### src/rtl/ctrl_pkg.sv
// Shared opcode values, IR field positions, FSM state encoding and watchdog sizing
// for the hardwired control unit.
package ctrl_pkg;

    localparam int OP_MSB = 31;
    localparam int OP_LSB = 27;
    localparam int RA_MSB = 26;
    localparam int RA_LSB = 23;
    localparam int RB_MSB = 22;
    localparam int RB_LSB = 19;
    localparam int RC_MSB = 18;
    localparam int RC_LSB = 15;

    localparam logic [4:0] OP_ADD  = 5'b00011;
    localparam logic [4:0] OP_SUB  = 5'b00100;
    localparam logic [4:0] OP_AND  = 5'b00101;
    localparam logic [4:0] OP_OR   = 5'b00110;
    localparam logic [4:0] OP_MUL  = 5'b01000;
    localparam logic [4:0] OP_DIV  = 5'b01001;
    localparam logic [4:0] OP_NOP  = 5'b11010;
    localparam logic [4:0] OP_HALT = 5'b11011;

    localparam int WDOG_W = 6;
    // The counter holds completed WAIT cycles, so 62 marks the 63rd WAIT cycle.
    localparam logic [WDOG_W-1:0] WDOG_LAST = 6'd62;

    typedef enum logic [3:0] {
        S_IDLE, S_T0, S_T1, S_T2, S_T3, S_T4, S_WAIT, S_T5, S_T6, S_HALT
    } state_e;

    typedef enum logic [1:0] {
        CLS_NOP, CLS_ALU, CLS_MULDIV, CLS_HALT
    } opclass_e;

endpackage

### src/rtl/ir_decode.sv
// Combinational IR field extraction and opcode classification.
module ir_decode
    import ctrl_pkg::*;
(
    input  logic [31:0] ir_i,
    output logic [4:0]  opcode_o,
    output logic [3:0]  ra_o,
    output logic [3:0]  rb_o,
    output logic [3:0]  rc_o,
    output opclass_e    opClass_o,
    output logic        isDiv_o
);

    logic unusedIrBits;

    assign opcode_o     = ir_i[OP_MSB:OP_LSB];
    assign ra_o         = ir_i[RA_MSB:RA_LSB];
    assign rb_o         = ir_i[RB_MSB:RB_LSB];
    assign rc_o         = ir_i[RC_MSB:RC_LSB];
    assign isDiv_o      = (opcode_o == OP_DIV);
    assign unusedIrBits = ^ir_i[RC_LSB-1:0];

    // Unrecognised opcodes fall into the NOP class.
    always_comb begin
        opClass_o = CLS_NOP;
        case (opcode_o)
            OP_ADD, OP_SUB, OP_AND, OP_OR: opClass_o = CLS_ALU;
            OP_MUL, OP_DIV:                opClass_o = CLS_MULDIV;
            OP_HALT:                       opClass_o = CLS_HALT;
            default:                       opClass_o = CLS_NOP;
        endcase
    end

endmodule

### src/rtl/control_unit.sv
// Hardwired multi-cycle control unit: fetch/decode/execute sequencer with an
// MDU wait state guarded by a watchdog that halts the machine on timeout.
module control_unit
    import ctrl_pkg::*;
(
    input  logic        clk,
    input  logic        rst_n,
    input  logic        run,
    input  logic [31:0] IR,
    input  logic        mdu_done,
    output logic        PCout,
    output logic        Zlowout,
    output logic        Zhighout,
    output logic        MDRout,
    output logic        MARin,
    output logic        Zin,
    output logic        PCin,
    output logic        MDRin,
    output logic        IRin,
    output logic        Yin,
    output logic        HIin,
    output logic        LOin,
    output logic        IncPC,
    output logic        Read,
    output logic        MUL,
    output logic        DIV,
    output logic        Rout,
    output logic        Rin,
    output logic [3:0]  Rsel,
    output logic [4:0]  alu_op,
    output logic        halted,
    output logic        err
);

    state_e              state_q, state_d;
    logic [WDOG_W-1:0]   wdog_q, wdog_d;
    logic                err_q, err_d;

    logic [4:0]  opcode;
    logic [3:0]  ra, rb, rc;
    opclass_e    opClass;
    logic        isDiv;

    ir_decode u_ir_decode (
        .ir_i      (IR),
        .opcode_o  (opcode),
        .ra_o      (ra),
        .rb_o      (rb),
        .rc_o      (rc),
        .opClass_o (opClass),
        .isDiv_o   (isDiv)
    );

    always_ff @(posedge clk) begin
        if (!rst_n) begin
            state_q <= S_IDLE;
            wdog_q  <= '0;
            err_q   <= 1'b0;
        end else begin
            state_q <= state_d;
            wdog_q  <= wdog_d;
            err_q   <= err_d;
        end
    end

    assign err = err_q;

    always_comb begin
        state_d  = state_q;
        wdog_d   = wdog_q;
        err_d    = err_q;
        PCout    = 1'b0;
        Zlowout  = 1'b0;
        Zhighout = 1'b0;
        MDRout   = 1'b0;
        MARin    = 1'b0;
        Zin      = 1'b0;
        PCin     = 1'b0;
        MDRin    = 1'b0;
        IRin     = 1'b0;
        Yin      = 1'b0;
        HIin     = 1'b0;
        LOin     = 1'b0;
        IncPC    = 1'b0;
        Read     = 1'b0;
        MUL      = 1'b0;
        DIV      = 1'b0;
        Rout     = 1'b0;
        Rin      = 1'b0;
        Rsel     = 4'd0;
        alu_op   = 5'd0;
        halted   = 1'b0;

        case (state_q)
            S_IDLE: if (run) state_d = S_T0;
            S_T0: begin
                PCout   = 1'b1;
                MARin   = 1'b1;
                IncPC   = 1'b1;
                Zin     = 1'b1;
                state_d = S_T1;
            end
            S_T1: begin
                Zlowout = 1'b1;
                PCin    = 1'b1;
                Read    = 1'b1;
                MDRin   = 1'b1;
                state_d = S_T2;
            end
            S_T2: begin
                MDRout  = 1'b1;
                IRin    = 1'b1;
                state_d = S_T3;
            end
            S_T3: begin
                case (opClass)
                    CLS_NOP:  state_d = run ? S_T0 : S_IDLE;
                    CLS_HALT: state_d = S_HALT;
                    default: begin
                        Rout    = 1'b1;
                        Rsel    = rb;
                        Yin     = 1'b1;
                        state_d = S_T4;
                    end
                endcase
            end
            S_T4: begin
                Rout   = 1'b1;
                Rsel   = rc;
                Zin    = 1'b1;
                alu_op = opcode;
                if (opClass == CLS_MULDIV) begin
                    MUL     = !isDiv;
                    DIV     = isDiv;
                    wdog_d  = '0;
                    state_d = S_WAIT;
                end else begin
                    state_d = S_T5;
                end
            end
            S_WAIT: begin
                Rout   = 1'b1;
                Rsel   = rc;
                alu_op = opcode;
                MUL    = !isDiv;
                DIV    = isDiv;
                if (mdu_done) begin
                    state_d = S_T5;
                end else if (wdog_q == WDOG_LAST) begin
                    err_d   = 1'b1;
                    state_d = S_HALT;
                end else begin
                    wdog_d  = wdog_q + 6'd1;
                end
            end
            S_T5: begin
                Zlowout = 1'b1;
                if (opClass == CLS_MULDIV) begin
                    LOin    = 1'b1;
                    state_d = S_T6;
                end else begin
                    Rin     = 1'b1;
                    Rsel    = ra;
                    state_d = run ? S_T0 : S_IDLE;
                end
            end
            S_T6: begin
                Zhighout = 1'b1;
                HIin     = 1'b1;
                state_d  = run ? S_T0 : S_IDLE;
            end
            S_HALT: halted = 1'b1;
            default: state_d = S_IDLE;
        endcase
    end

endmodule
### config.mk
export PLATFORM = sky130hd
export DESIGN_NAME = control_unit
export DESIGN_NICKNAME = d
export VERILOG_FILES = /design/src/rtl/ctrl_pkg.sv /design/src/rtl/ir_decode.sv /design/src/rtl/control_unit.sv
export SDC_FILE = /design/constraint.sdc
export NUM_CORES = 1
export LEC_CHECK = 0
export ABC_AREA = 1
export BUFFER_PORTS_ARGS = -buffer_cell sky130_fd_sc_hd__buf_2
export CAP_MARGIN = 20
export CORE_AREA = 2 2 69 71
export CTS_BUF_LIST = sky130_fd_sc_hd__clkbuf_8
export CTS_CLUSTER_DIAMETER = 40
export DETAILED_ROUTE_END_ITERATION = 6
export DIE_AREA = 0 0 71 73
export PLACE_DENSITY = 0.5
export RECOVER_POWER = 50
export SLEW_MARGIN = 5
export SYNTH_ARGS = -nofsm -noshare
export SYNTH_HDL_FRONTEND = slang
export SYNTH_SLANG_ARGS = --single-unit
### constraint.sdc
create_clock -name clk -period 1.67 [get_ports clk]
set_input_delay 0.167 -clock clk [delete_from_list [all_inputs] [get_ports clk]]
set_output_delay 0.167 -clock clk [all_outputs]
set_load 0.05 [all_outputs]
Yosys cells after proc, flatten, opt, wreduce, memory -nomap -nowiden
Index checks and enable logic that the tools add are counted.

word-level totals
  word-level logic and storage cells = 78
  memory bits (writable) = 0
  bits in latches = 0
  bits in read-only memories = 0
  register bits = 11
  memories kept = 0
  output and inout bits = 29
  input port bits = 36

cells by class
  divide/modulo/power cells = 0
  equal/unequal tests = 24
  bitwise operators = 2
  multiplexer cells = 35
  $mul = 0
  add/sub/neg operators = 1
  shift operators = 0
  reduce and logical (&&, ||, !) cells = 13
  order comparisons = 0

operators by type and width
  cell                   number
  $pmux W4 S10           1
  $mux W4                6
  $mux W6                3
  $mux W1                17
  $eq A4 B3 Y1 const B   4
  $eq A5 B3 Y1 const B   3
  $pmux W4 S3            1
  $pmux W6 S2            1
  $eq A5 B4 Y1 const B   2
  $reduce_or A2 Y1       5
  $eq A4 B2 Y1 const B   2
  $eq A4 B4 Y1 const B   2
  $ne A2 B2 Y1 const B   4
  $pmux W4 S2            1
  $add A6 B1 Y6 const B  1
  $eq A6 B6 Y1 const B   1
  $pmux W1 S2            3
  $pmux W2 S3            1
  $reduce_and A3 Y1      2
  $eq A5 B2 Y1 const B   1
  $eq A5 B5 Y1 const B   1
  $mux W5                1
  $eq A2 B2 Y1 const B   2
  $eq A4 B1 Y1 const B   1
  other kinds (8)        9

Depth between registers and ports, before layout
  word-level depth = 7
  depth in mapped cells = 14
  gate-level depth less buffers = 14

Cells and area by module
A second synthesis with hierarchy kept.

unflattened totals
  cells, all modules = 211
  area total of the unflattened synthesis = 1,206.2 um^2

by module, submodules not included
  module        sequential area each (um^2)  instances  area an instance (um^2)  cells each
  control_unit  220.2                        1          1,012.2                  178
  ir_decode     0.0                          1          193.9                    33

Worst setup path after synthesis
OpenSTA, ideal clock, no wires.

  kind = reg-to-output
  start = register state_q[3]
  end = output port Zhighout
  cell stages (with the launch flop) = 4
  required time = 1,503 ps
  data arrival time = 1,976 ps
  buffers on the path = 1
  setup slack = -473 ps
  path through = dfxtp_1 inv_2 nor3_1 buf_4

on the way
  longest elaborated chain between the ends = 2

RTL lines
  what                      RTL line            RTL
  start: declaration        control_unit.sv:35  state_e state_q, state_d;
  start signal: assignment  control_unit.sv:60  state_q <= state_d;
  $eq A4 B4 Y1              --
  $mux W1                   --
  end: declaration          control_unit.sv:13  output logic Zhighout,

No other way between the ends.

Worst setup path in the final report
  start = input port IR[29]
  end = output port Rsel[1]

on the way
  longest elaborated chain between the ends = 7
  elaborated cells on any way between the ends = 17
  those cells by class = eq/ne: 9; mux: 4; reduce/logical: 4

RTL lines
  what                                                         RTL line             RTL
  start: declaration                                           control_unit.sv:9    input logic [31:0] IR,
  $eq A5 B2 Y1, or another cell as far along                   ir_decode.sv:26      case (opcode_o)
  $reduce_or A4 Y1 / $reduce_or A2 Y1 (equally long branches)  ir_decode.sv:26
  $pmux W2 S3 *                                                ir_decode.sv:26
  $eq A2 B2 Y1 / $logic_not A2 Y1 (equally long branches)      control_unit.sv:116  case (opClass)
  $reduce_or A2 Y1 (no source line)                            --
  $mux W4                                                      control_unit.sv:116
  $pmux W4 S3 *                                                control_unit.sv:94   case (state_q)
  end: declaration                                             control_unit.sv:29   output logic [3:0] Rsel,

Every way passes the cells marked *; elsewhere a longest branch is shown, timed or not.

==> impl_metrics.env <==
export IMPL_cp_max_fo=6
export IMPL_fp_dieW_um=71
export IMPL_io_buffers=49
export IMPL_post_route_cells_drive_above_1_share_pct=52.3
export IMPL_io_pins=65
export IMPL_vdd_ir_drop_max_v=0.000412
export IMPL_rows=25
export IMPL_grt_pass1_wl_um=5470
export IMPL_startpoint_class_of_the_critical_path="input port"
export IMPL_cts_tree="yes"
export IMPL_cp_capture_type="output pin"
export IMPL_yosysUniqueCellTypes=27
export IMPL_layout_cells_most_common_list="sky130_fd_sc_hd__nand2_1, sky130_fd_sc_hd__buf_2, sky130_fd_sc_hd__buf_4"
export IMPL_worstHoldPathCells=3
export IMPL_max_stage_delay_ps=370
export IMPL_grt_start_max_net_pins=11
export IMPL_routed_wl_um=3240
export IMPL_ctsHoldBuffers=0
export IMPL_area_sequential_um2=230
export IMPL_post_dp_hpwl_um=2510
export IMPL_endpoint_arrival_time_on_the_critical_path_ps=1500
export IMPL_layoutNonFillerInstCount=310
export IMPL_setup_reg_to_reg_worst_slack_ps=180
export IMPL_n_fill_cell=469
export IMPL_max_cap_violations=0
export IMPL_die_height_um=73
export IMPL_accumulated_negative_setup_slack_ps=0
export IMPL_power_static_leakage_uw=0.00104
export IMPL_synthesis_yosys_warnings=0
export IMPL_clock_tree_root_cell="sky130_fd_sc_hd__clkbuf_8"
export IMPL_routed_via_count=1329
export IMPL_detail_route_wl_per_cell_um=10.5
export IMPL_setup_viol_count_final=0
export IMPL_drc=0
export IMPL_drt_iter0_drc=27
export IMPL_first_global_vias=1242
export IMPL_run_status="complete, no violations"
export IMPL_ys_seq_elements=11
export IMPL_layout_cells_most_common="sky130_fd_sc_hd__nand2_1"
export IMPL_multi_input_combinational_cell_area_um2=928
export IMPL_number_of_antenna_violations_at_the_first_check_in_global_routing=0
export IMPL_min_period_over_period_pct=99.8
export IMPL_synth_cells=186
export IMPL_finClkSkew_ps=3.73
export IMPL_grt_remaining_overflow=0
export IMPL_max_freq_ghz=0.600
export IMPL_period_needed_ps=1670
export IMPL_syn_to_final_growth_pct=83.3
export IMPL_worstSkewPairLatency_ps=240
export IMPL_max_slew_violation_count=0
export IMPL_coreArea_um2=4540
export IMPL_worstPathRequired_ps=1500
export IMPL_start_util_pct=23.6
export IMPL_die_area_um2=5180
export IMPL_tritoncts_num_sinks=11
export IMPL_reg2regPathDepth=8
export IMPL_iteration_count_of_the_initial_detailed_routing_pass=5
export IMPL_clk_path_buf_depth=2
export IMPL_cellPowerDensity_nw_per_um2=735
export IMPL_nNetsFinal=299
export IMPL_rsz_0062_raised_after_global_routing="yes"
export IMPL_avgViaCountPerCell=4.29
export IMPL_worst_slew_margin_rel_pct=60.7
export IMPL_timing_hold_violations_final=0
export IMPL_critical_path_slowest_cell="sky130_fd_sc_hd__nor4_4"
export IMPL_max_slew_worst_pin_slew_ps=591
export IMPL_cts_reportedPaths_clkPinSlew_ps=50
export IMPL_timing_critical_path_cells="buf_8 -> nor4_4 -> a31oi_2 -> inv_2 -> ha_4 -> inv_4 -> nand2_4 -> inv_8 -> nand2_4 -> nand3_4 -> buf_8"
export IMPL_gp_routability_congestion=0.749
export IMPL_synth_yosys_seq_area_share_pct=20.6
export IMPL_numPlacedInstances=300
export IMPL_post_synth_net_total=228
export IMPL_worstHoldPathType="in -> reg"
export IMPL_syn_cell_area_um2=1070
export IMPL_syn_avg_cell_area_um2=5.76
export IMPL_critPathKind="in -> out"
export IMPL_cts_made_buffers=3
export IMPL_route_antenna_remaining_nets=0
export IMPL_cts_max_level=1
export IMPL_diodes=0
export IMPL_aggregate_global_route_resource_usage_pct=12.9
## where the power goes
| part | switching [uW] | internal, uW | total (uW) |
|---|---|---|---|
| Combinational | 602 | 267 | 869 |
| Clock | 98.4 | 161 | 260 |
| Sequential | 26.5 | 288 | 314 |
## layout make-up
type                       count  area share, %
clock buffer                   3           2.10
clock inverter                 1          0.191
inverter                      32           7.27
multi-input combinational    137           47.3
sequential                    11           11.7
tap                           54           3.44
timing repair buffer          72           28.0
## cells by family (layout without fill, tap and decap cells)
kind of cell	after synthesis	in the layout	share of synthesized area, %
and+or+nand+nor	109	109	44.3
buffers and inverters	38	108	15.4
AOI/OAI and AO/OA	19	19	10.3
DFF	11	11	20.6
adders and majority gates	6	6	7.01
xor gates and xnor gates	3	3	2.45
## path summary, 6_finish.rpt
| path | start | to |
|---|---|---|
| worst max-delay path | IR[29] | Rsel[1] |
| worst min-delay path | rst_n | wdog_q[0] |
| worst max register to register | wdog_q[0] | wdog_q[1] |
| worst min register to register | err | err |
## sequential cells by signal (all words and copies together), names as in the netlist
name	cells
state_q	4
wdog_q	6
err	1
## cells in the mapped netlist, drive strengths merged
library cell	n	share of area (%)
nor3	4	1.9
or2	1	0.58
o21ai	2	0.93
clkinv	1	0.35
nand2	60	22
nand3	10	5.6
ha	6	7.0
buf	6	4.2
o21bai	1	0.70
a31oi	3	1.8
xor2	2	1.6
a21boi	1	0.70
nor2	30	12
nor4	1	0.58
a21oi	11	5.5
dfxtp	11	21
xnor2	1	0.82
inv	31	11
o211ai	1	0.70
nand4	3	1.8
## per-stage QoR
step           utilization [%]  instance area, um2  total power (uW)  hold slack (ps)  setup WS, ps
4_1_cts                   40.2                1820              1380              180         -31.3
3_5_place_dp              34.9                1580              1070              438          -230
2_1_floorplan                -                1190               928              306         -56.7
6_report                  43.3                1960              1440              183          3.85
3_3_place_gp              34.9                1580              1070              434          -214
5_1_grt                   43.3                1960              1550              211         -60.9
## critical path, delay by kind of cell
kind	cells	cell delay, ps
simple gates	4	530
buf+inv	5	500
fa+ha+maj	1	200
compound gates	1	90
## per-layer routing
layer / vias to the layer above / GRT usage (%) / wire [um] / part of all wire (%)
li1: 707 / - / - / -
met1: 580 / 17.2 / 1470 / 45
met2: 40 / 21.8 / 1590 / 49
met3: 2 / 2.76 / 172 / 5.3
met4: 0 / 1.89 / 12 / 0.37
met5: - / 0 / 0 / 0
## timing repair
action,4_1_cts,5_1_grt
resized for setup,45,42
pin swaps,14,14
buffers inserted,4,3
endpoints found under the setup margin,15,23
cloned,0,0
No activity file was read; power rests on OpenSTA's default activity.
